==> config.mk <==
export PLATFORM = sky130hd
export DESIGN_NAME = switch_entry
export DESIGN_NICKNAME = d
export VERILOG_FILES = /design/src/rtl/entry_pkg.sv /design/src/rtl/switch_entry_sync2.sv /design/src/rtl/switch_entry.sv
export SDC_FILE = /design/constraint.sdc
export NUM_CORES = 1
export LEC_CHECK = 0
export CAP_MARGIN = 10
export CELL_PAD_IN_SITES_DETAIL_PLACEMENT = 1
export CELL_PAD_IN_SITES_GLOBAL_PLACEMENT = 2
export CORE_MARGIN = 3
export CORE_UTILIZATION = 37
export CTS_BUF_LIST = sky130_fd_sc_hd__clkbuf_8 sky130_fd_sc_hd__clkbuf_16
export DETAILED_ROUTE_END_ITERATION = 8
export GPL_ROUTABILITY_DRIVEN = 0
export HOLD_SLACK_MARGIN = 0.15
export PLACE_DENSITY = 0.91
export SKIP_LAST_GASP = 1
export SLEW_MARGIN = 20
export SYNTH_ARGS = -nofsm -noshare
export SYNTH_HDL_FRONTEND = slang
export SYNTH_SLANG_ARGS = --single-unit
==> constraint.sdc <==
create_clock -name clki -period 6.83 [get_ports clki]
set_clock_uncertainty 0.05 [all_clocks]
set_input_delay 1.0245 -clock clki [delete_from_list [all_inputs] [get_ports clki]]
set_output_delay 1.0245 -clock clki [all_outputs]
set_load 0.01 [all_outputs]
==> src/rtl/entry_pkg.sv <==
// Shared definitions for the switch_entry operator-input front end.
//   state_t        : debounce FSM encoding
//   DEB_CYCLES_DEF : default debounce length in clki cycles (10 ms at 50 MHz)
//   BITCNT_W       : width of the committed-bit counter
package entry_pkg;

  localparam int DEB_CYCLES_DEF = 500000;
  localparam int BITCNT_W       = 4;

  typedef enum logic [1:0] {
    RELEASED     = 2'd0,
    PRESS_WAIT   = 2'd1,
    PRESSED      = 2'd2,
    RELEASE_WAIT = 2'd3
  } state_t;

endpackage

==> src/rtl/switch_entry_sync2.sv <==
// sync2: two-flop synchronizer for an asynchronous level input.
//   clki : clock
//   rst  : synchronous active-low reset, clears both flops
//   d    : asynchronous input
//   q    : synchronized output (two clki edges of latency)
module sync2 (
  input  logic clki,
  input  logic rst,
  input  logic d,
  output logic q
);

  logic meta;

  always_ff @(posedge clki) begin
    if (!rst) begin
      meta <= 1'b0;
      q    <= 1'b0;
    end else begin
      meta <= d;
      q    <= meta;
    end
  end

endmodule

==> src/rtl/switch_entry.sv <==
// switch_entry: debounces a pushbutton and commits the data switch as one
// serial bit per accepted press.
//   clki   : clock
//   rst    : synchronous active-low reset
//   btn    : raw pushbutton (1 = pressed), asynchronous and bouncing
//   sw     : raw data switch, asynchronous
//   x      : last committed bit
//   xv     : one-cycle strobe per accepted press
//   hist   : last HIST_W committed bits, newest in bit 0
//   bitcnt : number of committed bits, modulo 2**BITCNT_W
//
// state        | meaning
// RELEASED     | button idle, waiting for synchronized press
// PRESS_WAIT   | press seen, counting stable cycles before commit
// PRESSED      | press accepted, bit committed, waiting for release
// RELEASE_WAIT | release seen, counting stable cycles before idle
module switch_entry
  import entry_pkg::*;
#(
  parameter int DEB_CYCLES = DEB_CYCLES_DEF,
  parameter int HIST_W     = 8
) (
  input  logic                clki,
  input  logic                rst,
  input  logic                btn,
  input  logic                sw,
  output logic                x,
  output logic                xv,
  output logic [HIST_W-1:0]   hist,
  output logic [BITCNT_W-1:0] bitcnt
);

  localparam int CNT_W = (DEB_CYCLES > 1) ? $clog2(DEB_CYCLES) : 1;
  localparam logic [CNT_W-1:0] CNT_TC = CNT_W'(DEB_CYCLES - 1);

  logic             btn_s;
  logic             sw_s;
  state_t           state;
  state_t           state_nxt;
  logic [CNT_W-1:0] cnt;
  logic             cnt_clr;
  logic             cnt_inc;
  logic             commit;

  sync2 u_sync_btn (.clki(clki), .rst(rst), .d(btn), .q(btn_s));
  sync2 u_sync_sw  (.clki(clki), .rst(rst), .d(sw),  .q(sw_s));

  always_comb begin
    state_nxt = state;
    cnt_clr   = 1'b0;
    cnt_inc   = 1'b0;
    commit    = 1'b0;
    case (state)
      RELEASED: begin
        if (btn_s) begin
          state_nxt = PRESS_WAIT;
          cnt_clr   = 1'b1;
        end
      end
      PRESS_WAIT: begin
        if (!btn_s) begin
          state_nxt = RELEASED;
          cnt_clr   = 1'b1;
        end else if (cnt == CNT_TC) begin
          state_nxt = PRESSED;
          cnt_clr   = 1'b1;
          commit    = 1'b1;
        end else begin
          cnt_inc = 1'b1;
        end
      end
      PRESSED: begin
        if (!btn_s) begin
          state_nxt = RELEASE_WAIT;
          cnt_clr   = 1'b1;
        end
      end
      RELEASE_WAIT: begin
        // A return to high during release debounce is a bounce of a press
        // that was already committed, so it goes back to PRESSED silently.
        if (btn_s) begin
          state_nxt = PRESSED;
          cnt_clr   = 1'b1;
        end else if (cnt == CNT_TC) begin
          state_nxt = RELEASED;
          cnt_clr   = 1'b1;
        end else begin
          cnt_inc = 1'b1;
        end
      end
      default: begin
        state_nxt = RELEASED;
        cnt_clr   = 1'b1;
      end
    endcase
  end

  always_ff @(posedge clki) begin
    if (!rst) begin
      state  <= RELEASED;
      cnt    <= '0;
      x      <= 1'b0;
      xv     <= 1'b0;
      hist   <= '0;
      bitcnt <= '0;
    end else begin
      state <= state_nxt;
      if (cnt_clr) begin
        cnt <= '0;
      end else if (cnt_inc) begin
        cnt <= cnt + CNT_W'(1);
      end
      // commit is only true on the PRESS_WAIT->PRESSED edge, so xv can
      // never stay high for two cycles.
      xv <= commit;
      if (commit) begin
        x      <= sw_s;
        hist   <= {hist[HIST_W-2:0], sw_s};
        bitcnt <= bitcnt + BITCNT_W'(1);
      end
    end
  end

endmodule

==> run_results.csv, run 1 <==
group,metric,value,unit
status,status,"complete, no violations",
power,p_leak,0.705,nW
finish,nNetsFinal,205,
clocking,cts_setup_buffers,0,
worst_hold_path,hold-path-cell-count,1,
clocking,cts_buffer_depth,2,
sta,slew-limit-headroom,0.345,
sta,finalHoldViolCount,0,
synthesis,netlist_top_cells_area,"dfxtp_1 45%, mux2i_1 7.8%, nor2_1 7.6%",
sta,worst_slew_pin_slew,976,ps
sta,rsz0062_at_grt,"false",
setup_path,cp_top_family,"compound AO/OA/AOI/OAI gates",
sta,slew_violations,0,
synthesis,ys_warn_count,0,
synthesis,synth_top_area_frac,0.454,
job,drv_cap,0,
power,power,0.000393,W
sta,whs,395,ps
synthesis,ys_types,35,
floorplanning,die_width,73.3,microns
global_route,grt_max_degree,20,
power,powerDensity,202,nW/um^2
setup_path,required,6930,ps
clocking,numClockSinks,38,
clocking,cts-root-buf,"clkbuf_8",
detailed_routing,drt_pass1_iterations,4,
clocking,cts.clk_slew.worst_paths,70,ps
setup_path,cp_max_fo,13,
floorplanning,std_cell_rows,23,
synthesis,synth_ff_type,"dfxtp_1",
finish,nFillCells,492,
place,placedCellCount,242,
detailed_routing,num_vias,1375,
synthesis,synth-edff-count,0,
power,ir_worst_vdd,0.129,mV
synthesis,synth_area_leader_cell,"dfxtp_1",
global_route,gr-total-overflow,0,
clocking,ctsResizeCount,0,
finish,drive_gt1_frac,0.0650,
floorplanning,die_area,5370,sq um
detailed_routing,drc,0,
global_route,first_global_vias,1397,
setup_path,path_buf_inv,0,
finish,syn2layout_area_growth,16.5,%
floorplanning,start_util,0.401,
finish,final_area,1950,sq um
floorplanning,io_pins,18,
place,placed_area,1860,sq um
clocking,postCtsHoldBufs,0,
synthesis,syn_nets,188,
sta,min_period_over_period,0.397,
synthesis,synth_area_per_cell,9.20,sq um
sta,setup_viol,0,
synthesis,yosysSeqAreaShare,0.454,
detailed_routing,wl,3.84,mm
detailed_routing,vias_per_cell,5.50,
place,io_buffers,17,
sta,clock.fmax,0.369,GHz
synthesis,netlist_area,1670,sq um
setup_path,worstRegToRegCells,5,
floorplanning,core_area,4170,sq um
sta,period_minus_slack,2710,ps
setup_path,arrival,2800,ps
floorplanning,fp.dieH,73.3,microns
clocking,htree_levels,2,
setup_path,worst_path_max_delay_cell,"o21ai_1",
synthesis,synth-async-reset-ratio,0,
finish,antenna_cells,0,
clocking,clock_latency,290,ps
setup_path,start_kind,"register",
setup_path,end_kind,"register",
detailed_routing,post_drt_wl_per_cell,15.4,microns
synthesis,ys_ff_latch,38,
synthesis,netlist_top_cells_count,"38 x dfxtp_1, 34 x nor2_1, 16 x nand2_1",
finish,final_cells,250,
place,place_hpwl,2.67,mm
clocking,cts_tree,"done",
global_route,track_usage,0.160,
global_route,antenna_found_initial,0,
synthesis,synthCells,182,
sta,tns,0,ps
setup_path,cp_cell_sequence,"or4_1, nor4_1, a21oi_1, o21ai_1, nor2_1",
setup_path,slowest_delay,820,ps
worst_hold_path,hold_class,"reg2reg",
setup_path,crit_type,"reg2reg",
clocking,cts_buffers,5,
detailed_routing,drtIter0Drc,81,
global_route,grt_pass1_wl,6.69,mm
setup_path,cp.depth,5,
synthesis,synth.most_common_cell,"dfxtp_1",
detailed_routing,drtAntennaViolNets,0,
## stage by stage
step | util | worst slack [ps]
after global placement | 0.444 | 4160
after global routing | 0.467 | 3900
after detailed placement | 0.446 | 4130
after floorplan | - | 4650
final | 0.467 | 4120
after CTS | 0.467 | 4120
## power by group
group	total [W]	switching [W]	internal [W]	leakage, nW
Clock	0.000160	0.0000803	0.0000800	0.0524
Combinational	0.00000943	0.00000652	0.00000291	0.346
Sequential	0.000223	0.000000823	0.000223	0.307
Total	0.000393	0.0000876	0.000306	0.705
## metal layers
| layer | wire length (microns) | track usage | vias to the layer above |
|---|---|---|---|
| met3 | 160 | 0.0479 | 5 |
| met2 | 1780 | 0.251 | 37 |
| li1 | - | - | 665 |
| met5 | 0 | 0 | - |
| met1 | 1830 | 0.204 | 668 |
| met4 | 63 | 0.0635 | 0 |
## registers in the layout (all words and copies together), names as in the netlist, named ones only
register / count
cnt: 19
hist: 8
bitcnt: 4
state: 1
u_sync_btn.meta: 1
u_sync_btn.q: 1
u_sync_sw.meta: 1
u_sync_sw.q: 1
xv: 1
## final timing paths
path                        from     endpoint  slack [ps]
hold / removal    u_sync_sw.meta  u_sync_sw.q         390
hold reg to reg   u_sync_sw.meta  u_sync_sw.q         390
setup reg to reg          cnt[5]      cnt[15]        4120
setup / recovery          cnt[5]      cnt[15]        4120
## cell usage in the layout (no fill, tap or decap), types with 2 or more instances in the layout
master / count
a21oi_1: 3
a31oi_1: 2
and2_1: 4
and3_1: 3
clkbuf_8: 6
clkdlybuf4s50_1: 17
dfxtp_1: 38
ha_1: 2
inv_1: 2
mux2i_1: 13
nand2_1: 16
nand2b_1: 2
nand3_1: 5
nand3b_1: 3
nand4_1: 8
nor2_1: 34
nor3_1: 4
nor4_1: 2
o2111ai_1: 2
o21ai_1: 3
or4_1: 3
or4b_1: 2
xnor2_1: 3
xor2_1: 13
## kinds of logic (layout without fill, tap and decap cells)
family,count (synthesis),count (layout),share of synthesized area
XOR/XNOR,16,16,0.0837
multiplexers,13,13,0.0777
AND/OR/NAND/NOR,93,93,0.292
AO/OA/AOI/OAI,11,11,0.0404
buffers and inverters,9,27,0.0366
adder cells (fa/ha/maj),2,2,0.0149
flip-flops,38,38,0.454
## cell type report
cell class | count | area [sq um] | share of cell area
Inverter | 2 | 7.51 | 0.00385
Tap cell | 50 | 62.6 | 0.0321
Sequential cell | 38 | 761 | 0.390
Timing Repair Buffer | 17 | 170 | 0.0872
Clock buffer | 6 | 82.6 | 0.0423
Clock inverter | 2 | 8.76 | 0.00449
Multi-Input combinational cell | 135 | 858 | 0.440
(Power assumes the default switching activity.)
==> run 2: changes to the inputs <==
- CORE_UTILIZATION: 37 -> 34
- PLACE_DENSITY: 0.91 -> 0.85
- clock period: 6.83 -> 2.65 ns (I/O delays scaled with it)
==> run_results.csv, run 2 (synthesized netlist as in run 1, its figures left out) <==
group,metric,value,unit
detailed_routing,post_drt_wl_per_cell,14.9,microns
job,drv_cap,0,
clocking,cts_tree,"done",
sta,slew_violations,0,
global_route,busiest_layer,"met2",
sta,rsz0062_at_grt,"false",
sta,min_period_over_period,0.879,
finish,top_register,"cnt",
global_route,use_met1,0.161,
setup_path,crit_type,"reg2reg",
power,ir_worst_vdd,0.241,mV
place,io_buffers,17,
floorplanning,io_pins,18,
floorplanning,die_area,5800,sq um
global_route,grt.met2_usage,0.258,
detailed_routing,drc,0,
global_route,gr-total-overflow,0,
global_route,antenna_found_initial,0,
global_route,grt_pass1_wl,6.79,mm
clocking,cts-root-buf,"clkbuf_8",
sta,finalHoldViolCount,0,
finish,final_cell_mix,"38 x dfxtp_1, 34 x nor2_1, 17 x clkdlybuf4s50_1, 16 x nand2_1",
floorplanning,fp.dieH,76.2,microns
power,powerDensity,505,nW/um^2
detailed_routing,drt_pass1_iterations,4,
setup_path,end_kind,"register",
global_route,track_usage,0.147,
status,status,"complete, no violations",
setup_path,arrival,2430,ps
sta,clock.fmax,0.429,GHz
clocking,htree_levels,2,
detailed_routing,drtAntennaViolNets,0,
finish,syn2layout_area_growth,19.5,%
clocking,numClockSinks,38,
detailed_routing,drtIter0Drc,69,
finish,largest_register_ffs,19,
clocking,ctsResizeCount,0,
floorplanning,core_area,4560,sq um
floorplanning,die_width,76.2,microns
finish,final_common_cell,"dfxtp_1",
place,placedCellCount,262,
sta,tns,0,ps
global_route,use_met3,0.0426,
clocking,cts_setup_buffers,0,
sta,setup_viol,0,
finish,nNetsFinal,210,
sta,period_minus_slack,2330,ps
detailed_routing,vias_per_cell,5.11,
detailed_routing,wl,4.01,mm
sta,worst_slew_pin_slew,599,ps
setup_path,cp_max_fo,12,
setup_path,start_kind,"register",
clocking,cts_buffer_depth,2,
floorplanning,start_util,0.367,
sta,slew-limit-headroom,0.597,
finish,final_cells,270,
setup_path,required,2750,ps
clocking,cts_buffers,5,
clocking,postCtsHoldBufs,0,
finish,largest_registers,"cnt: 19 flops, hist: 8 flops, bitcnt: 4 flops",
floorplanning,std_cell_rows,24,
clocking,clock_latency,290,ps
finish,antenna_cells,0,
global_route,grt_max_degree,20,
place,place_hpwl,2.88,mm
global_route,first_global_vias,1495,
power,p_leak,0.731,nW
finish,drive_gt1_frac,0.0829,
worst_hold_path,hold_class,"reg2reg",
detailed_routing,num_vias,1380,
clocking,cts.clk_slew.worst_paths,80,ps
## run 2: final timing paths
kind	depth (start not counted)	slack, ps	to	startpoint
max	6	320	bitcnt[1]	cnt[6]
min	1	400	u_sync_sw.q	u_sync_sw.meta
max reg2reg	6	320	bitcnt[1]	cnt[6]
min reg2reg	1	400	u_sync_sw.q	u_sync_sw.meta
## run 2: stage by stage
| step | total power [W] | util | area, sq um | hold slack [ps] | setup WS, ps |
|---|---|---|---|---|---|
| 2_1_floorplan | 0.000604 | - | 1670 | 362 | 471 |
| 3_3_place_gp | 0.000614 | 0.418 | 1910 | 368 | 446 |
| 3_5_place_dp | 0.000616 | 0.418 | 1910 | 384 | 374 |
| 4_1_cts | 0.00103 | 0.438 | 2000 | 407 | 298 |
| 5_1_grt | 0.00106 | 0.438 | 2000 | 430 | 221 |
| 6_report | 0.00101 | 0.438 | 2000 | 401 | 320 |
## run 2: final cells by class
cell class | count | area, sq um
clock inverters | 2 | 8.76
flip-flops and latches | 38 | 761
inverters | 2 | 7.51
fillers | 544 | 2560
well taps | 65 | 81.3
clock buffers | 6 | 82.6
multi-input cells | 135 | 852
repair buffers | 22 | 208
## run 2: critical path, stage by stage, from the launching register on
cell	delay, ps
dfxtp_1	370
or4b_1	550
or4_1	580
nor3_4	140
buf_4	240
mux2i_1	210
nor2_1	60
## run 2: power by group
group          total [W]  internal, W  switching, W
sequential      0.000576     0.000574    0.00000209
combinational  0.0000258   0.00000894     0.0000168
clock           0.000408     0.000206      0.000202
## run 2: routing by layer
layer,vias up,part of all wire
met2,31,0.49
met5,-,0
met1,663,0.45
met4,0,0.020
li1,677,-
met3,9,0.037
==> run 3: changes to the inputs <==
- SKIP_CTS_REPAIR_TIMING: default -> 1
==> results of run 3 <==
No change in the layout: final DEF, timing and power equal those of run 2.
==> patch 1, RTL diff (settings of run 3) <==
Add an input register stage for `btn` and `sw`, with the module's reset; this delays them by one clock.
--- a/src/rtl/switch_entry.sv
+++ b/src/rtl/switch_entry.sv
@@ -33,6 +33,19 @@
   localparam int CNT_W = (DEB_CYCLES > 1) ? $clog2(DEB_CYCLES) : 1;
   localparam logic [CNT_W-1:0] CNT_TC = CNT_W'(DEB_CYCLES - 1);
 
+  logic btn_q;
+  logic sw_q;
+
+  always_ff @(posedge clki) begin
+    if (!rst) begin
+      btn_q <= '0;
+      sw_q  <= '0;
+    end else begin
+      btn_q <= btn;
+      sw_q  <= sw;
+    end
+  end
+
   logic             btn_s;
   logic             sw_s;
   state_t           state;
@@ -42,8 +55,8 @@
   logic             cnt_inc;
   logic             commit;
 
-  sync2 u_sync_btn (.clki(clki), .rst(rst), .d(btn), .q(btn_s));
-  sync2 u_sync_sw  (.clki(clki), .rst(rst), .d(sw),  .q(sw_s));
+  sync2 u_sync_btn (.clki(clki), .rst(rst), .d(btn_q), .q(btn_s));
+  sync2 u_sync_sw  (.clki(clki), .rst(rst), .d(sw_q),  .q(sw_s));
 
   always_comb begin
     state_nxt = state;
Check against the original RTL: no difference found for any inputs over 10 cycles, from zero or initial values and one cycle with rst low; that may be too few to reach the edited logic, so the function may still have changed.
==> patch 1 against run 3 <==
Sequential cell count is 2 higher; total power is 20% higher; wire length is 5.4% lower; count of clock-buffer cells in the layout is 1 lower; setup slack better by 220 ps; global-route usage is 0.94 points lower; largest power group unchanged; clock power is 42% higher; area after synthesis is 6.5% higher; final area is 7.3% higher.
==> patch 1: results (changes against run 3) <==
grt_pass1_wl_um: 6730  # -0.91%
fillers: 570  # +4.8%
multi_input_area_um2: 922  # +8.2%
ys_seq_area_frac: 0.449  # -0.00529
critPathMaxStageDelay_ps: 610  # +30 ps
p_comb_frac: 0.023  # -0.003
timing.final.crit_share: 0.795  # -0.0845
cp.arrival_ps: 2250  # -180 ps
cp-startpoint: "cnt[1]"
met3_length_um: 137  # -8.7%
use_met2: 0.235  # -0.0225
wl_um: 3800  # -5.4%
holdPathEnd: "u_sync_btn.q"
grt_max_degree: 33  # +65%
drive_gt1_frac: 0.0837  # +0.000817
dp_cells: 263  # +0.38%
slowest_stage: "or4b_1"
worst_pin_slew_ps: 631  # +32.0 ps
status: "finished clean"
grt_util_met1: 0.161  # about the same
fin_nets: 209  # -0.48%
r2r_slack_ps: 540  # +220 ps
p_clk_frac: 0.477  # +0.073
power.leakage_nw: 0.741  # +1.4%
wire_per_inst_um: 14.1  # -5.4%
syn_inst: 183  # +0.55%
synth_cell_types: 40  # +14%
setup.worst_path.end: "cnt[14]"
grt_pass1_vias: 1491  # -0.27%
placed_cell_area_um2: 2020  # +5.7%
gr-usage-met3: 0.0424  # -0.000122
## patch 1: cell types whose count changed after synthesis, sizes merged, moves of 6 or more
cell   change
nor2      -15
nor2b     +13
xor2      -10
xnor2      +8
nand2      -6
## patch 1: cell families after synthesis
group	Yosys count	share of synthesized area
and+or+nand+nor	85	0.293
DFF	40	0.449
AOI/OAI and AO/OA	17	0.0646
xor gates and xnor gates	14	0.0730
muxes	13	0.0730
buffers and inverters	12	0.0337
adders and majority gates	2	0.0140
## patch 1: worst max-delay path: cells and delay by family (launching register included)
family	cells	cell delay [ps]
AND/OR/NAND/NOR	4	1130
flip-flops	1	390
adder cells (fa/ha/maj)	1	270
XOR/XNOR	1	160
## patch 1: final cells by class
type                       instances  area share
timing repair buffer              20      0.0897
sequential                        40       0.373
multi-input combinational        131       0.429
clock inverter                     2      0.0280
clock buffer                       5      0.0321
inverter                           5     0.00874
tap                               67      0.0390
==> patch 2, RTL diff (config.mk and constraints of run 3) <==
Made on the original files. `HIST_W`: 8 -> 9.
--- a/src/rtl/switch_entry.sv
+++ b/src/rtl/switch_entry.sv
@@ -18,7 +18,7 @@
   import entry_pkg::*;
 #(
   parameter int DEB_CYCLES = DEB_CYCLES_DEF,
-  parameter int HIST_W     = 8
+  parameter int HIST_W     = 9
 ) (
   input  logic                clki,
   input  logic                rst,
Ports: changed (resized hist); port bits go from 18 to 19. The function was not compared with the original's and may differ.
==> patch 2 against run 3 <==
Total power hardly changed; setup slack better by 17 ps; global-route usage is 1.8 points higher; non-clock buffer count is 1 higher; critical endpoint is now cnt[16]; sequential power is 3% higher; final area is 8.9% higher; area after synthesis is 10% higher; wire length is 22% higher; sequential cell count is 1 higher.
==> patch 2: results (changes against run 3) <==
status: "finished clean"
power.leakage_nw: 0.689  # -5.7%
antenna_cells: 0  # unchanged
clk_transition_reported_paths_ps: 80  # about the same
max_slew_margin: 0.616  # +0.0190
fin_nets: 244  # +16%
cts_max_path_buffers: 2  # unchanged
met3_length_um: 105  # -30%
htreeDepth: 2  # unchanged
top_regs: "cnt: 19 flops, hist: 9 flops, bitcnt: 4 flops"
grt_pass1_vias: 1673  # +12%
fillers: 618  # +14%
grt_pass1_wl_um: 8310  # +22%
wire_per_inst_um: 15.8  # +6.3%
slowest_stage: "or4b_1"
synthTopCellsByArea: "dfxtp_1 42%, nand3_1 6.0%, o21ai_0 5.4%"
cp_max_fo: 8  # -4
instances_no_fill: 309  # +14%
via_per_inst: 5.59  # +9.3%
ys_warn_count: 0  # unchanged
synth_common_cells: "39 x dfxtp_1, 22 x nand3_1, 20 x o21ai_0, 18 x a21oi_1, 15 x nand2_1"
cts_made_buffers: 5  # unchanged
synth_fp_nets: 227  # +21%
dp_hpwl_um: 3440  # +19%
wl_met2_um: 2220  # +13%
ys_seq_area_frac: 0.424  # -0.0305
root_buffer: "clkbuf_8"
drtIter0Drc: 77  # +12%
firstDrtPassIters: 4  # unchanged
hold_depth: 1  # unchanged
insertion_delay_ps: 290  # about the same
cp.arrival_ps: 2470  # +40 ps
dp_cells: 301  # +15%
grt_max_degree: 18  # -10%
critPathMaxStageDelay_ps: 670  # +90 ps
wl_met1_um: 2520  # +39%
hp-class: "register to register"
track_usage: 0.165  # +0.0183
portBuffers: 18  # +1
synth.avg_cell_area_um2: 8.33  # -9.4%
grt_antenna_before_repair: 0  # unchanged
drive_gt1_frac: 0.0544  # -0.0285
synth_cell_types: 40  # +14%
r2r_cells: 5  # -1
peakVddDrop_v: 0.000143  # -41%
## patch 2: path summary, 6_finish.rpt
path | startpoint | to | slack (ps)
setup / recovery | cnt[0] | cnt[16] | 340
setup reg to reg | cnt[0] | cnt[16] | 340
hold reg to reg | u_sync_btn.meta | u_sync_btn.q | 400
hold / removal | u_sync_btn.meta | u_sync_btn.q | 400
## patch 2: cell type report
cell class                      count  area [um^2]  area share
Inverter                            7         26.3      0.0121
Clock inverter                      3         16.3     0.00747
Timing Repair Buffer               23          218      0.0999
Clock buffer                        5         68.8      0.0316
Sequential cell                    39          781       0.358
Tap cell                           70         87.6      0.0402
Multi-Input combinational cell    162          981       0.450
## patch 2: kinds of logic after synthesis
family,count (synthesis),synth area share
buf+inv,20,0.0435
xor+xnor,6,0.0285
fa+ha+maj,2,0.0136
simple gates,93,0.285
compound gates,58,0.189
flops,39,0.424
mux,3,0.0163
## patch 2: worst reg2reg max path: stages (launching register included)
cell,delay [ps]
dfxtp_1,400
ha_1,250
nand4_1,180
or4b_1,670
or4_1,510
a22oi_1,170
## patch 2: per-stage QoR
stage | worst slack [ps] | area, um^2
after global placement | 435 | 2090
after CTS | 319 | 2180
final | 337 | 2180
after global routing | 178 | 2180
after detailed placement | 324 | 2090
after floorplan | 551 | 1840
## patch 2: routing by layer
metal  up-vias  GRT usage
li1        855          -
met4         0     0.0498
met2        18      0.248
met1       850      0.238
met3         4     0.0293
met5         -          0
## patch 2: report_power, final
part | switching (mW) | leakage, nW | total, mW | internal (mW)
clock | 0.207 | 0.0453 | 0.387 | 0.180
combinational | 0.0196 | 0.329 | 0.0295 | 0.00987
sequential | 0.00358 | 0.315 | 0.592 | 0.589
total | 0.230 | 0.689 | 1.01 | 0.779
